--- src/rtl/cmp_pkg.sv ---
// Shared compare-mode encodings and the mode-to-outcome selection used by cmp_stream.
package cmp_pkg;

  localparam logic [1:0] CMP_GT = 2'b00;
  localparam logic [1:0] CMP_LT = 2'b01;
  localparam logic [1:0] CMP_EQ = 2'b10;
  localparam logic [1:0] CMP_GE = 2'b11;

  function automatic logic sel_result(input logic [1:0] mode, input logic gt, input logic eq,
                                      input logic lt);
    case (mode)
      CMP_GT:  return gt;
      CMP_LT:  return lt;
      CMP_EQ:  return eq;
      default: return gt | eq;
    endcase
  endfunction

endpackage

--- src/rtl/cmp_core.sv ---
// Combinational magnitude compare of two WIDTH-bit operands into gt/eq/lt flags.
// Two's-complement when CMP_SIGNED_EN is defined, unsigned otherwise.
module cmp_core #(
  parameter int WIDTH = 8
) (
  input  logic [WIDTH-1:0] a,
  input  logic [WIDTH-1:0] b,
  output logic             gt,
  output logic             eq,
  output logic             lt
);

`ifdef CMP_SIGNED_EN
  assign gt = $signed(a) > $signed(b);
  assign lt = $signed(a) < $signed(b);
`else
  assign gt = a > b;
  assign lt = a < b;
`endif
  assign eq = (a == b);

endmodule

--- src/rtl/cmp_stream.sv ---
// Registered, valid/ready operand comparator with running max of A and saturating true counter.
// Latency 1; CMP_SIGNED_EN selects two's-complement compare and most-negative max_a init.
module cmp_stream
  import cmp_pkg::*;
#(
  parameter int WIDTH     = 8,
  parameter int CNT_WIDTH = 8
) (
  input  logic                 clk,
  input  logic                 rst,
  input  logic                 in_valid,
  output logic                 in_ready,
  input  logic [WIDTH-1:0]     a,
  input  logic [WIDTH-1:0]     b,
  input  logic [1:0]           mode,
  output logic                 out_valid,
  input  logic                 out_ready,
  output logic                 result,
  output logic                 gt,
  output logic                 eq,
  output logic                 lt,
  output logic [WIDTH-1:0]     max_a,
  output logic [CNT_WIDTH-1:0] true_cnt,
  input  logic                 clear
);

`ifdef CMP_SIGNED_EN
  localparam logic [WIDTH-1:0] MAX_INIT = {1'b1, {(WIDTH-1){1'b0}}};
`else
  localparam logic [WIDTH-1:0] MAX_INIT = '0;
`endif
  localparam logic [CNT_WIDTH-1:0] CNT_MAX = '1;
  localparam logic [CNT_WIDTH-1:0] CNT_ONE = {{(CNT_WIDTH-1){1'b0}}, 1'b1};

  logic                 accept;
  logic                 d_gt, d_eq, d_lt, d_result;
  logic                 m_gt, m_eq, m_lt, max_take;
  logic [WIDTH-1:0]     max_base, max_next;
  logic [CNT_WIDTH-1:0] cnt_base, cnt_next;

  assign in_ready = !out_valid || out_ready;
  assign accept   = in_valid && in_ready;

  cmp_core #(.WIDTH(WIDTH)) u_cmp_pair (
    .a  (a),
    .b  (b),
    .gt (d_gt),
    .eq (d_eq),
    .lt (d_lt)
  );

  assign d_result = sel_result(mode, d_gt, d_eq, d_lt);

  // Clear takes effect before a coinciding accept, so the compare runs against the cleared base.
  assign max_base = clear ? MAX_INIT : max_a;

  cmp_core #(.WIDTH(WIDTH)) u_cmp_max (
    .a  (a),
    .b  (max_base),
    .gt (m_gt),
    .eq (m_eq),
    .lt (m_lt)
  );

  assign max_take = m_gt & ~m_eq & ~m_lt;
  assign max_next = (accept && max_take) ? a : max_base;

  assign cnt_base = clear ? '0 : true_cnt;
  assign cnt_next = (accept && d_result && (cnt_base != CNT_MAX)) ? cnt_base + CNT_ONE : cnt_base;

  always_ff @(posedge clk) begin
    if (rst) begin
      out_valid <= 1'b0;
      result    <= 1'b0;
      gt        <= 1'b0;
      eq        <= 1'b0;
      lt        <= 1'b0;
      max_a     <= MAX_INIT;
      true_cnt  <= '0;
    end else begin
      if (accept) begin
        out_valid <= 1'b1;
        result    <= d_result;
        gt        <= d_gt;
        eq        <= d_eq;
        lt        <= d_lt;
      end else if (out_ready) begin
        out_valid <= 1'b0;
      end
      max_a    <= max_next;
      true_cnt <= cnt_next;
    end
  end

endmodule

--- config.mk ---
export PLATFORM = sky130hd
export DESIGN_NAME = cmp_stream
export DESIGN_NICKNAME = d
export VERILOG_FILES = /design/src/rtl/cmp_pkg.sv /design/src/rtl/cmp_core.sv /design/src/rtl/cmp_stream.sv
export SDC_FILE = /design/constraint.sdc
export NUM_CORES = 1
export LEC_CHECK = 0
export ABC_AREA = 1
export BUFFER_PORTS_ARGS = -buffer_cell sky130_fd_sc_hd__buf_2
export CAP_MARGIN = 10
export CORE_MARGIN = 3
export CORE_UTILIZATION = 45
export CTS_CLUSTER_SIZE = 30
export DETAILED_ROUTE_END_ITERATION = 8
export GPL_TIMING_DRIVEN = 0
export PLACE_DENSITY = 0.7
export SYNTH_ARGS = -nofsm -noshare
export SYNTH_HDL_FRONTEND = slang
export SYNTH_HIERARCHICAL = 1
export SYNTH_SLANG_ARGS = --single-unit
--- constraint.sdc ---
create_clock -name clk -period 4.9 [get_ports clk]
set_input_delay 0 -clock clk [delete_from_list [all_inputs] [get_ports clk]]
set_output_delay 0 -clock clk [all_outputs]
set_load 0.005 [all_outputs]
## Word-level counts from Yosys, hierarchy flattened

Index checks and enable logic that the tools add are counted.

- Flip-flop bits (word level): 21
- Word-level logic and storage cells: 37

- $add $sub $neg: 1
- $lt $le $gt $ge: 4
- Eq/ne operators: 5
- Muxes and demuxes: 7
- Bitwise operators: 5
- Reduce and logical (&&, ||, !) cells: 8

Operators with widths:

| cell | count |
|---|---|
| two-way mux 8 bit | 4 |
| equality test 8 bit | 2 |
| greater-than comparator 8 bit | 2 |
| less-than comparator 8 bit | 2 |
| adder 8 x 1 -> 8 bit, second input constant | 1 |
| inequality test 8 bit, second input constant | 1 |
| logical AND 1 bit | 4 |
| one-hot mux 1 bit (3 select lines) | 1 |
| bitwise AND 1 bit | 2 |
| equality test 2 x 1 -> 1 bit, second input constant | 1 |
| equality test 2 bit, second input constant | 1 |
| logical NOT 2 bit | 1 |
| two-way mux 1 bit | 2 |
| NOT 1 bit | 2 |
| nonzero test 2 bit | 1 |
| logical NOT 1 bit | 1 |
| logical OR 1 bit | 1 |
| OR 1 bit | 1 |

## Longest topological paths before layout

Gate-level depths: netlist (run 1).

- Word-level depth: 7
- Depth in mapped cells: 17
- Mapped depth without buffers: 17

## By module

Netlist (run 1), hierarchy kept.

Modules (own cells, without submodules):

| module | instances | cells each | area an instance (µm²) | seq. area each (µm²) |
|---|---|---|---|---|
| cmp_stream | 1 | 165 | 1,164.9 | 420.4 |
| cmp_core | 2 | 38 | 244.0 | 0.0 |

## Worst setup path before layout (run 1)

Ideal clock, no wire load.

- Kind: register -> register
- Start: register max_a[7]
- End: register max_a[0]
- Data arrival time: 1.690 ns
- Setup slack: 3.095 ns
- Cell stages (with the launch flop): 13
- Path buffers: 0
- Period minus slack after synthesis: 1.805 ns
- Cell sequence: dfxtp_1 inv_1 nor2_1 inv_1 ha_1 nand2_2 a21oi_2 nor2_2 and2_1 nor3b_1 nand2_2 o21ai_0 nor2_1

RTL lines:

| item | line | text |
|---|---|---|
| from (decl) | cmp_stream.sv:22 | `output logic [WIDTH-1:0] max_a,` |
| from (signal assigned) | cmp_stream.sv:90 | `max_a <= max_next;` |
| two-way mux 8 bit | cmp_stream.sv:55 | `assign max_base = clear ? MAX_INIT : max_a;` |
| net max_base[7] | cmp_stream.sv:38 | `logic [WIDTH-1:0] max_base, max_next;` |
| less-than comparator 8 bit | cmp_core.sv:18 | `assign lt = a < b;` |
| net m_lt | cmp_stream.sv:37 | `logic m_gt, m_eq, m_lt, max_take;` |
| NOT 1 bit | cmp_stream.sv:65 | `assign max_take = m_gt & ~m_eq & ~m_lt;` |
| bitwise AND 1 bit | cmp_stream.sv:65 |  |
| logical AND 1 bit | cmp_stream.sv:66 | `assign max_next = (accept && max_take) ? a : max_base;` |
| two-way mux 8 bit | cmp_stream.sv:66 |  |

The timed path passes the listed nets, and every way through them passes these cells.
A chain may end at the register's enable or synchronous reset.

## Final worst setup path (run 1)

- Start: register max_a[7]
- End: register max_a[3]

The elaborated chain is that of the path after synthesis.

==> PnR_summary.wiki, run 1 <==
{| class="wikitable"
! Metric !! Value
|-
| Clk Tree Root Cell || clkbuf_8
|-
| Most instantiated cells after synthesis || nand2_1 (44), inv_1 (42), nor2_1 (36)
|-
| Number of routed nets with antenna violations || 0
|-
| Gate count of the mapped netlist || ~240
|-
| PD cells || 208 nW/µm²
|-
| Period utilisation layout || 0.415
|-
| Yosys Warn Count || 6
|-
| Arrival @ worst endpoint || approximately 2.2 ns
|-
| GP Congestion || slightly above 0.8
|-
| Multiplexer fraction of the synthesized cell area || 0
|-
| Number of different library cells in the post-synthesis netlist || 29
|-
| Ratio of routed vias to standard cells || between 4 and 5
|-
| Fmax achieved || around 490 MHz
|-
| Combinational family with the most area after synthesis || simple AND/OR/NAND/NOR gates
|-
| Vertical extent of the die || 66.6 µm
|-
| Final critical-path setup slack || around 2.9 ns
|-
| TritonCTS clock tree || yes
|-
| Status || completed
|-
| Post-synth EDFFs || 0
|-
| Count of hold buffers inserted by post-cts repair || 0
|-
| Synth Area in Compound Gates || 0.112
|-
| Fin nets || ~330
|-
| Cell with the most instances after synthesis || nand2_1
|-
| Global route overflow || 0
|-
| Endpoint of the worst hold path || max_a[0]$_SDFF_PP0_
|-
| Required time at the endpoint of the critical path || roughly 5 ns
|-
| Largest driver fanout on the critical path || 9
|-
| Share of flip-flops with an asynchronous set or reset || 0
|-
| Top area cells in the synthesized netlist || dfxtp_1 (25%), ha_1 (13%), nand2_1 (10%)
|-
| Avg Synthesized Cell Area || a little under 7 µm²
|-
| Number of failing hold endpoints at the final stage || 0
|-
| Fraction of the mapped netlist area in adder cells || 0.129
|-
| Internal reg-to-reg setup slack || between 2 and 3 ns
|-
| CTS sink count || 21
|-
| Aggregate global-route resource usage || 0.165
|-
| Vias in the first global route || between 1000 and 1500
|-
| Top cell type's share of synthesized area || 0.254
|-
| Routed wirelength normalized by instance count || approximately 10 µm
|-
| # port buffers || 42
|-
| Post-CTS setup buffer count || 0
|-
| Synthesized netlist net count || about 280
|-
| Yosys reg bits || 21
|-
| Share of synthesized cell area in and, or, nand and nor gates || 0.357
|-
| R2r endpoint || max_a[3]$_SDFF_PP0_
|-
| Clock period minus final worst setup slack || slightly above 2 ns
|-
| DRC marker count from the first detailed-route iteration || 59
|-
| Area of all placed cells without fillers || between 1500 and 2000 µm²
|-
| Setup Viol. Count Final || 0
|-
| Final Slew Violations || 0
|-
| Pin count of the biggest net entering global routing || 13
|-
| FF-to-FF path depth || 13
|-
| Die boundary width || approximately 67 µm
|-
| Xor-xnor portion of the synthesized cell area || 0.0106
|-
| Startpoint of the tightest hold check path || a[0]
|-
| Origin of the critical flop-to-flop path || max_a[7]$_SDFF_PP0_
|-
| Global-route wire length before repair || ~5700 µm
|-
| Floorplan core area || approximately 3400 µm²
|-
| Half-perimeter wire length after placement || 2670 µm
|-
| Kind of critical path || reg -> reg
|-
| Static Leakage || around 1 nW
|-
| Mapped Area || approximately 1700 µm²
|-
| Least-Margin Pin Slew || 0.385 ns
|-
| Critical path launch point type || flip-flop
|-
| Wire length after detailed routing || approximately 3300 µm
|-
| Insertion delay to the later sink of the worst-skew pair || approximately 0.27 ns
|-
| Total of max-cap violations || 0
|-
| Headroom to the max-slew limit || 0.743
|-
| Cell depth of the worst min-delay path || 3
|-
| Number of rows created at floorplan || 21
|-
| Worst clock skew on the final layout || approximately 0.0045 ns
|-
| Inserted Clock Buffers || 3
|-
| Most frequently used flop master after synthesis || dfxtp_1
|-
| Clock tree buffer depth || 2
|-
| Cell taking the most area after synthesis || dfxtp_1
|-
| Routed vias || ~1500
|-
| Post-cts resize count || 0
|-
| Sequential fraction of the synthesis area || 0.254
|-
| H-tree depth || 1
|-
| Number of design rule violations left after detail routing || 0
|-
| Area grow syn2layout || 19.0%
|-
| Starting density of the core || 0.480
|-
| Fin Setup TNS || 0 ns
|-
| Largest voltage drop on the vdd net || a little over 90 µV
|-
| Antenna violations before repair || 0
|-
| Die ar. || approximately 4400 µm²
|-
| Worst slack at placement || between 2 and 3 ns
|-
| Total placed instance area || just under 2000 µm²
|-
| CP Capture Type || flip-flop
|-
| Clock-pin slew of the registers on the worst-case setup and hold paths || approximately 0.080 ns
|-
| Setup repair after global routing missed its margin || false
|-
| Total iterations of the first detailed-routing run || 4
|-
| Fraction of layout cells with a size suffix above 1 || 0.310
|-
| Total I/O pin count || 45
|-
| Number of antenna cells inserted || 0
|-
| Worst min-delay path class || in -> reg
|}
## worst max-delay path, cell delays in order, from the launching register on
cell and delay, ns:
dfxtp_1 0.35, inv_1 0.04, nor2_1 0.11, inv_1 0.06
ha_1 0.30, nand2_2 0.09, nor2_1 0.11, nand2_1 0.07
and2_1 0.14, nor3b_1 0.21, nand2_2 0.16, inv_2 0.18
nor2_1 0.05, nor2_1 0.09
## area by class of cell
| class | count | area [µm²] |
|---|---|---|
| clock buffer | 3 | 41.3 |
| fill | 357 | 1480 |
| timing repair buffer | 42 | 210 |
| tap | 46 | 57.6 |
| clock inverter | 1 | 5.00 |
| buffer | 4 | 40.0 |
| multi-input combinational | 167 | 1010 |
| sequential | 21 | 420 |
| inverter | 49 | 186 |
## state kept, by name, summed over array words and instances (netlist names)
register and count:
out_valid 1, eq 1, gt 1, lt 1, max_a 8, true_cnt 8
result 1
## metal layers
| metal | up-vias | global-route usage | wire, µm |
|---|---|---|---|
| li1 | 833 | - | - |
| met1 | 658 | 0.244 | 1690 |
| met2 | 40 | 0.231 | 1390 |
| met3 | 4 | 0.0287 | 201 |
| met4 | 0 | 0.0685 | 47 |
| met5 | - | 0 | 0 |
## where the power goes
| part | switching, W | internal [W] | total [W] |
|---|---|---|---|
| clock network | 0.0000615 | 0.0000568 | 0.000118 |
| registers | 0.00000416 | 0.000180 | 0.000184 |
| logic | 0.0000629 | 0.0000443 | 0.000107 |
## stage by stage
stage | utilization | hold slack (ns) | cells | total power (W)
after detailed placement | 0.558 | 0.295 | 329 | 0.000296
final | 0.571 | 0.0197 | 333 | 0.000410
after floorplan | - | 0.0901 | 241 | 0.000262
after global placement | 0.558 | 0.296 | 329 | 0.000294
after CTS | 0.571 | 0.0165 | 333 | 0.000416
after global routing | 0.571 | 0.0250 | 333 | 0.000438
## cell usage in the layout (no fill, tap or decap), drive strengths merged
master	n
inv	49
a21oi	14
nand2	56
buf	46
nor3b	1
clkbuf	3
nand4	2
dfxtp	21
a21o	2
o21ai	14
xor2	2
nor2	42
ha	17
nand3	12
clkinv	1
and2	2
nor3	3
## worst max path at each step
stage                          end           startpoint  slack, ns
2_1_floorplan  max_a[0]$_SDFF_PP0_  max_a[7]$_SDFF_PP0_       3.09
5_1_grt        max_a[5]$_SDFF_PP0_  max_a[7]$_SDFF_PP0_       2.66
4_1_cts        max_a[3]$_SDFF_PP0_  max_a[7]$_SDFF_PP0_       2.86
3_3_place_gp   max_a[7]$_SDFF_PP0_  max_a[7]$_SDFF_PP0_       2.91
6_report       max_a[3]$_SDFF_PP0_  max_a[7]$_SDFF_PP0_       2.87
3_5_place_dp   max_a[7]$_SDFF_PP0_  max_a[7]$_SDFF_PP0_       2.90
## cells by family (layout without fill, tap and decap cells)
family	after synthesis	after routing
AOI/OAI and AO/OA	30	30
and+or+nand+nor	118	118
DFF	21	21
buffers and inverters	53	99
adders and majority gates	17	17
xor gates and xnor gates	2	2
(Power assumes the default switching activity.)
==> run 2: changes to the inputs <==
Settings changed: ABC_AREA 1 to 0, PLACE_DENSITY 0.7 to 0.74.
Clock period 4.9 ns to 1.7 ns, I/O delays scaled along.
==> run 2 against run 1 <==
The run now ends with negative setup slack left. Die area fell by 8.6%. Combinational power rose to 3.2 times the previous value. Count of clock-buffer cells in the layout did not move. First-iteration DRC count fell by 8.5%. Largest cell class unchanged. Setup slack got worse by 3.2 ns. Global-route usage rose by 3.2 points. Clock skew fell by 0.0028 ns. Cell count fell by 15%. Routed wire length rose by 18%.
==> PnR_summary.wiki, run 2 <==
{| class="wikitable"
! Metric !! Value
|-
| Headroom to the max-slew limit || 0.650
|-
| Worst min-delay path class || in -> reg
|-
| Fraction of layout cells with a size suffix above 1 || 0.423
|-
| Cell Count Post-Placement || roughly 260
|-
| Area taken by multi-input logic gates || around 1100 µm²
|-
| Routed vias || between 1000 and 1500
|-
| Total of max-cap violations || 0
|-
| Gate count of the mapped netlist || about 180
|-
| Pin count of the biggest net entering global routing || 13
|-
| Delay of the slowest cell on the worst path || approximately 0.34 ns
|-
| Final Slew Violations || 0
|-
| Clock-pin slew of the registers on the worst-case setup and hold paths || ~0.12 ns
|-
| Yosys Warn Count || 6
|-
| Number of failing hold endpoints at the final stage || 0
|-
| Sequential fraction of the synthesis area || 0.281
|-
| Top Registers || max_a (8), true_cnt (8)
|-
| # port buffers || 43
|-
| Share of the core filled with cells in the final layout || 0.673
|-
| GP Congestion || 0.848
|-
| Arrival @ worst endpoint || 2.23 ns
|-
| Met1 layer usage reported by global route || 0.250
|-
| Period utilisation layout || 1.19
|-
| H-tree depth || 1
|-
| Area grow syn2layout || 39.3%
|-
| Number of antenna cells inserted || 0
|-
| Number of different library cells in the post-synthesis netlist || between 40 and 50
|-
| Vias in the first global route || around 1400
|-
| Die ar. || 4060 µm²
|-
| Largest voltage drop on the vdd net || 589 µV
|-
| Top cell type's share of synthesized area || 0.281
|-
| Floorplan core area || just over 3000 µm²
|-
| Clock tree buffer depth || 2
|-
| Fin nets || 280
|-
| Final critical-path setup slack || -0.329 ns
|-
| Clk Tree Root Cell || clkbuf_4
|-
| Leading cell type in the layout, fill and taps excluded || buf_2
|-
| Crit-path cells || nor2b_4 -> inv_2 -> ha_4 -> nor2b_4 -> o211ai_2 -> a21oi_2 -> nor2_1 -> nor2_1 -> nand4_1 -> buf_4 -> mux2i_1 -> nor2_1
|-
| Grt met3 use || 0.0463
|-
| GR peak layer || met2
|-
| Wire length after detailed routing || around 3900 µm
|-
| Total design power || roughly 0.0011 W
|-
| Global routing met2 resource utilization || 0.326
|-
| CP Capture Type || flip-flop
|-
| Largest driver fanout on the critical path || 3
|-
| Die boundary width || 63.7 µm
|-
| Share of flip-flops with an asynchronous set or reset || 0
|-
| DRC marker count from the first detailed-route iteration || 54
|-
| Insertion delay to the later sink of the worst-skew pair || just over 0.3 ns
|-
| Yosys reg bits || 21
|-
| Fin Setup TNS || -2.31 ns
|-
| Starting density of the core || 0.483
|-
| Cell taking the most area after synthesis || dfxtp_1
|-
| Cell occurring most often along the worst timing path || nor2_1
|-
| Inserted Clock Buffers || 3
|-
| Clock period minus final worst setup slack || 2.03 ns
|-
| Vertical extent of the die || about 64 µm
|-
| Critical path launch point type || flip-flop
|-
| Aggregate global-route resource usage || 0.197
|-
| Violations in the final reports || negative setup slack
|-
| Number of design rule violations left after detail routing || 0
|-
| Mapped Area || 1500 µm²
|-
| Total iterations of the first detailed-routing run || 4
|-
| Total I/O pin count || 45
|-
| Required time at the endpoint of the critical path || ~1.9 ns
|-
| Highest-count cells in the layout ignoring fill and taps || buf_2 (46), inv_1 (17), dfxtp_1 (17)
|-
| Number of rows created at floorplan || 20
|-
| Slowest cell on crit path || dfxtp_2
|-
| Global-route wire length before repair || around 6400 µm
|-
| Ratio of routed vias to standard cells || 5.29
|-
| PD cells || approximately 530 nW/µm²
|-
| Half-perimeter wire length after placement || 2670 µm
|-
| Setup repair after global routing missed its margin || true
|-
| Kind of critical path || reg -> reg
|-
| Top area cells in the synthesized netlist || dfxtp_1 (28%), ha_1 (14%), mux2i_1 (5.3%)
|-
| Antenna violations before repair || 0
|-
| Most instantiated cells after synthesis || dfxtp_1 (21), inv_1 (19), ha_1 (17)
|-
| Cell with the most instances after synthesis || dfxtp_1
|-
| Cell Count, Final, Fillers Out || 283
|-
| Sequential cell area || approximately 430 µm²
|-
| Worst clock skew on the final layout || approximately 0.0017 ns
|-
| Static Leakage || 0.986 nW
|-
| Least-Margin Pin Slew || around 0.52 ns
|-
| TritonCTS clock tree || yes
|-
| Setup Viol. Count Final || 12
|-
| Number of routed nets with antenna violations || 0
|-
| CTS sink count || 21
|-
| Fmax achieved || approximately 500 MHz
|-
| Status || finished, violations left
|-
| Post-synth EDFFs || 0
|-
| Avg Synthesized Cell Area || 8.56 µm²
|-
| Global route overflow || 0
|-
| Routed wirelength normalized by instance count || between 10 and 15 µm
|-
| Minimum hold slack || ~0.0045 ns
|-
| Synthesized netlist net count || 215
|-
| Most frequently used flop master after synthesis || dfxtp_1
|-
| Number of filler instances in the final layout || 270
|}
-- run 2: metrics by stage --
step	cell area [µm²]	worst slack [ns]
floorplan	1530	-0.342
global route	2090	-0.419
finish	2090	-0.329
global placement	1800	-0.649
CTS	2000	-0.213
detailed placement	1800	-0.681
-- run 2: path summary, 6_finish.rpt --
path / slack [ns] / to / startpoint / cells after the start
worst max-delay path: -0.33 / max_a[0]$_SDFF_PP0_ / max_a[1]$_SDFF_PP0_ / 12
worst min-delay path: 0.004 / out_valid$_SDFFE_PP0P_ / in_valid / 3
worst max register to register: -0.33 / max_a[0]$_SDFF_PP0_ / max_a[1]$_SDFF_PP0_ / 12
worst min register to register: 0.47 / gt$_SDFFE_PP0P_ / gt$_SDFFE_PP0P_ / 2
-- run 2: area by class of cell --
cell class / instances / area share
plain buffers: 6 / 0.0144
repair buffers: 60 / 0.174
flip-flops and latches: 21 / 0.204
multi-input cells: 129 / 0.534
clock buffers: 3 / 0.0108
inverters: 19 / 0.0342
clock inverters: 1 / 0.00240
well taps: 44 / 0.0264
-- run 2: where the power goes --
group	total, W	internal, W	switching, W
combinational	0.000347	0.000167	0.000181
clock	0.000249	0.0000880	0.000161
sequential	0.000519	0.000511	0.00000826
-- run 2: cells by family after synthesis --
family                     share of synthesized area
adders and majority gates                      0.142
AOI/OAI and AO/OA                              0.191
and+or+nand+nor                                0.261
muxes                                         0.0535
buffers and inverters                         0.0660
DFF                                            0.281
xor gates and xnor gates                     0.00585
-- run 2: per-layer routing --
| metal | vias to the layer above | share of wire | wire [µm] |
|---|---|---|---|
| met5 | - | 0 | 0 |
| met4 | 0 | 0.017 | 67 |
| met3 | 8 | 0.047 | 185 |
| met2 | 43 | 0.49 | 1900 |
| met1 | 687 | 0.45 | 1760 |
| li1 | 760 | - | - |
-- run 2: critical path, delay by kind of cell, from the launching register on --
kind                     cells  cell delay [ns]
flip-flops                   1             0.34
AO/OA/AOI/OAI                2             0.24
adder cells (fa/ha/maj)      1             0.26
multiplexers                 1             0.19
AND/OR/NAND/NOR              6             0.63
buffers and inverters        2             0.25
-- run 2: what timing repair did --
item	in CTS	in global routing
endpoints found under the hold margin	7	0
endpoints found under the setup margin	13	16
gates resized for setup	12	18
hold buffers	7	0
pin swaps	7	11
buffers inserted	7	3
